--- src/rtl/mux8_read_port.sv ---
// mux8_read_port: burst reader over eight word registers.
// A request captures a start index and a length. Words are then streamed
// out through a registered valid/ready output stage, with the index wrapping
// modulo 8. The last word is flagged, and done pulses once when it is accepted.
//
// state | meaning
// ------+-----------------------------------------------------------
// IDLE  | waiting for req; ptr/cnt captured on req
// READ  | loading words into the output register as it frees up
// LAST  | final word held in out until the consumer takes it
module mux8_read_port #(
    parameter int WIDTH = 16
) (
    input  logic             clk,
    input  logic             rst_n,
    input  logic [WIDTH-1:0] d0,
    input  logic [WIDTH-1:0] d1,
    input  logic [WIDTH-1:0] d2,
    input  logic [WIDTH-1:0] d3,
    input  logic [WIDTH-1:0] d4,
    input  logic [WIDTH-1:0] d5,
    input  logic [WIDTH-1:0] d6,
    input  logic [WIDTH-1:0] d7,
    input  logic             req,
    input  logic [2:0]       addr,
    input  logic [2:0]       len,
    output logic [WIDTH-1:0] out,
    output logic             valid,
    input  logic             ready,
    output logic             last,
    output logic             busy,
    output logic             done
);

    typedef enum logic [1:0] {
        IDLE = 2'd0,
        READ = 2'd1,
        LAST = 2'd2
    } state_t;

    state_t           state, state_next;
    logic [2:0]       ptr, ptr_next;
    logic [3:0]       cnt, cnt_next;
    logic [WIDTH-1:0] out_next;
    logic             valid_next, last_next, done_next;
    logic [WIDTH-1:0] d_arr [8];

    // Gather the word registers into an indexable array.
    always_comb begin
        d_arr[0] = d0;
        d_arr[1] = d1;
        d_arr[2] = d2;
        d_arr[3] = d3;
        d_arr[4] = d4;
        d_arr[5] = d5;
        d_arr[6] = d6;
        d_arr[7] = d7;
    end

    assign busy = (state != IDLE);

    // Next-state and next-datapath logic; everything holds unless a rule fires.
    always_comb begin
        state_next = state;
        ptr_next   = ptr;
        cnt_next   = cnt;
        out_next   = out;
        valid_next = valid;
        last_next  = last;
        done_next  = 1'b0;
        case (state)
            IDLE: begin
                if (req) begin
                    ptr_next   = addr;
                    // len of zero means a full sweep of all eight words
                    cnt_next   = (len == 3'd0) ? 4'd8 : {1'b0, len};
                    state_next = READ;
                end
            end
            READ: begin
                // the output register is free if empty or being drained now
                if (!valid || ready) begin
                    out_next   = d_arr[ptr];
                    valid_next = 1'b1;
                    ptr_next   = ptr + 3'd1;
                    cnt_next   = cnt - 4'd1;
                    if (cnt == 4'd1) begin
                        last_next  = 1'b1;
                        state_next = LAST;
                    end
                end
            end
            LAST: begin
                if (valid && ready) begin
                    valid_next = 1'b0;
                    last_next  = 1'b0;
                    done_next  = 1'b1;
                    state_next = IDLE;
                end
            end
            default: state_next = IDLE;
        endcase
    end

    // State register.
    always_ff @(posedge clk or negedge rst_n) begin
        if (!rst_n) begin
            state <= IDLE;
        end else begin
            state <= state_next;
        end
    end

    // Datapath and output registers.
    always_ff @(posedge clk or negedge rst_n) begin
        if (!rst_n) begin
            ptr   <= '0;
            cnt   <= '0;
            out   <= '0;
            valid <= 1'b0;
            last  <= 1'b0;
            done  <= 1'b0;
        end else begin
            ptr   <= ptr_next;
            cnt   <= cnt_next;
            out   <= out_next;
            valid <= valid_next;
            last  <= last_next;
            done  <= done_next;
        end
    end

endmodule
--- config.mk ---
export PLATFORM = sky130hd
export DESIGN_NAME = mux8_read_port
export DESIGN_NICKNAME = d
export VERILOG_FILES = /design/src/rtl/mux8_read_port.sv
export SDC_FILE = /design/constraint.sdc
export NUM_CORES = 1
export LEC_CHECK = 0
export ABC_AREA = 1
export CAP_MARGIN = 20
export CORE_MARGIN = 3
export CORE_UTILIZATION = 36
export DETAILED_ROUTE_END_ITERATION = 12
export PLACE_DENSITY_LB_ADDON = 0.1
export SLEW_MARGIN = 10
export SYNTH_ARGS = -nofsm -noshare
export SYNTH_HDL_FRONTEND = slang
export SYNTH_SLANG_ARGS = --single-unit
--- constraint.sdc ---
create_clock -name clk -period 1.2 [get_ports clk]
set_input_delay 0.18 -clock clk [delete_from_list [all_inputs] [get_ports clk]]
set_output_delay 0.18 -clock clk [all_outputs]
set_load 0.02 [all_outputs]
==> summary.md, run 1 <==
| Metric | Value |
|---|---|
| Status | finished with violations |
| Failing checks | setup timing |
| Register area share after synthesis | 24.86% |
| FF+latch count, synth | 28 |
| Final Max Tran Viols | 0 |
| Hold Slack | around 240 ps |
| Vias per inst | around 4.8 |
| Pwr Density | 2070 mW/mm² |
| Worst-Margin Slew | roughly 280 ps |
| Total nets after synthesis | ~650 |
| Hpwl dp | just under 8 mm |
| Placed cell area | 0.004611 mm² |
| Lkg Pwr | 0.002827 µW |
| Critical path endpoint category | flop |
| Clock tree sinks | 28 |
| Tmin final | approximately 1300 ps |
| Initial antenna violation count | 0 |
| # port buffers | between 150 and 200 |
| Post-synth top area share | between 20% and 30% |
| Die Wd | 94.49 µm |
| Core Area | about 0.0074 mm² |
| Initial DRC Count | about 220 |
| Vias in the first global route | ~3700 |
| First-pass iteration count of the detailed router | 5 |
| Final Wtd Congestion | just over 0.8 |
| Synth cell count leaders | nand2_1 (214), inv_1 (106), nand3_1 (101), dfrtp_1 (28), buf_2 (14) |
| Clock skew | 8.831 ps |
| Worst setup SP type | flop |
| Largest net degree at the start of global routing | 29 |
| DIE AREA | about 0.0089 mm² |
| EDFF count, synth | 0 |
| Synth async-reset ratio | between 90% and 100% |
| Final Cycle Share | 110.4% |
| Clock root cell | clkbuf_8 |
| Cell variety after synth | 25 |
| Synth top area cells | nand2_1 (28%), dfrtp_1 (25%), nand3_1 (18%) |
| Drc violations | 0 |
| Placed cell count | roughly 770 |
| Top FF cell, synth | dfrtp_1 |
| Synth Cell Area | 0.002819 mm² |
| Finished Layout Cells | a little under 800 |
| Grt ovf | 0 |
| Avg Inst Size Synth | between 5 and 6 µm² |
| Area grow syn2layout | 87.39% |
| Ports | roughly 160 |
| Finished Cell Area | between 0.005 and 0.006 mm² |
| Worst-path clk slew | around 100 ps |
| Nets | approximately 830 |
| Crit path kind | flop to flop |
| Slack of the critical path | -124.2 ps |
| Most common cell in the netlist | nand2_1 |
| Max-cap viol count | 0 |
| RSZ-0062 raised after global routing | true |
| Post-route ant nets | 0 |
| Maximum vdd drop | 0.001243 V |
| Vias after detailed routing | about 3800 |
| Rel. slew slack | 80.91% |
| Share of layout cells above drive strength 1 | a little under a fifth |
| CTS tree | yes |
| H-tree levels | 1 |
| Routed len/inst | ~15 µm |
| Tightest Hold Check Type | input port to async pin |
| Yosys warns | 0 |
| Clock Tree Buf Depth | 2 |
| Cell taking the most area after synthesis | nand2_1 |
| FP Rows | 31 |
| Skew-Pair Late Insertion Delay | 280 ps |
| Synthesized netlist cell count | 510 |
| Count of final hold-check violations | 0 |
| First-pass GRT wire length | 17.89 mm |
| Antenna cells | 0 |
| CP required | 1370 ps |
| Achievable Freq | around 0.76 GHz |
| Final core utilization | between 70% and 80% |
| CP Max Fanout | 6 |
| Initial Util | 38.05% |
| # setup viols final | 20 |
| Total GRT Usage | 25.32% |
| Worst path arrival time | approximately 1500 ps |
| Dpl ws | -233.9 ps |
| Die Ht | about 94 µm |
| Final wirelength | ~11 mm |
| Cts bufs inserted | 3 |
-- what timing repair did --
item | in CTS | in global routing
resized for setup | 76 | 64
setup buffers | 6 | 1
pin swaps | 16 | 31
setup endpoints to repair | 41 | 40
hold buffers | 0 | 0
cloned | 7 | 2
-- registers in the layout, summed over array words and instances (netlist names) --
signal / flops
done: 1
state: 2
cnt: 4
last: 1
out: 16
ptr: 3
valid: 1
-- final timing paths --
kind	slack, ps	cells after the start	end	start
min in group clk	490	2	out[11]$_DFFE_PN0P_	out[11]$_DFFE_PN0P_
hold reg to reg	490	2	out[11]$_DFFE_PN0P_	out[11]$_DFFE_PN0P_
hold / removal	240	2	state[1]$_DFFE_PN0P_	rst_n
max in group asynchronous	780	2	ptr[0]$_DFFE_PN0P_	rst_n
setup reg to reg	-120	9	out[8]$_DFFE_PN0P_	ptr[0]$_DFFE_PN0P_
setup / recovery	-120	9	out[8]$_DFFE_PN0P_	ptr[0]$_DFFE_PN0P_
-- logic make-up (layout without fill, tap and decap cells) --
family / Yosys count / after routing / share of synthesized area (%)
AOI/OAI and AO/OA: 14 / 14 / 2.752
DFF: 28 / 28 / 24.86
buffers and inverters: 139 / 315 / 22.10
xor gates and xnor gates: 2 / 2 / 0.6215
and+or+nand+nor: 324 / 324 / 48.34
adders and majority gates: 3 / 3 / 1.332
-- cell usage in the layout (no fill, tap or decap), types with 5 or more instances in the layout --
cell,instances
dfrtp_1,26
inv_1,106
buf_4,21
nand2_4,8
buf_6,5
buf_12,10
o21ai_0,9
nand3_1,65
clkdlybuf4s50_1,137
nand2_1,181
nand2_2,27
nand3_2,36
buf_16,5
clkdlybuf4s15_1,13
-- through the flow --
| stage | setup TNS (ps) | total power [µW] |
|---|---|---|
| after floorplan | 0 | 5749 |
| after detailed placement | -5076 | 8228 |
| after global routing | -3544 | 11760 |
| after CTS | -1469 | 10470 |
| after global placement | -3715 | 8154 |
| final | -1666 | 10930 |
-- worst max-delay path: stages (launching register included) --
cell      delay, ps
dfrtp_2         430
clkinv_4        110
buf_6           150
buf_16          140
nand2_4          50
nand2_2          50
nand2_2          50
nand3_2         100
nand3_2          90
nand2_1          60
-- per-layer routing --
layer | vias up | wire length (µm) | GRT usage (%)
li1 | 1875 | - | -
met5 | - | 0 | 0
met3 | 26 | 927 | 3.984
met1 | 1728 | 4674 | 31.30
met2 | 154 | 5588 | 45.51
met4 | 0 | 302 | 6.851
-- cell type report --
| type | instances | area, µm² |
|---|---|---|
| Clock buffer | 3 | 41.29 |
| Clock inverter | 1 | 30.03 |
| Fill cell | 626 | 2126 |
| Inverter | 111 | 429.2 |
| Multi-Input combinational cell | 343 | 1795 |
| Sequential cell | 28 | 703.2 |
| Tap cell | 99 | 123.9 |
| Timing Repair Buffer | 200 | 2160 |
-- report_power, final --
| group | total, µW | leakage (µW) | internal (µW) | switching, µW |
|---|---|---|---|---|
| sequential | 1710 | 0.000336 | 1380 | 330 |
| clock | 751 | 0.0000357 | 447 | 304 |
| combinational | 8470 | 0.00245 | 3910 | 4560 |
| total | 10900 | 0.00283 | 5740 | 5190 |
(Power assumes the default switching activity.)
==> inputs of run 2 (changes only) <==
Settings changed: CTS_CLUSTER_DIAMETER set to 80.
==> results of run 2 <==
Same layout as run 1: the final DEF is identical, and so are final timing and power.
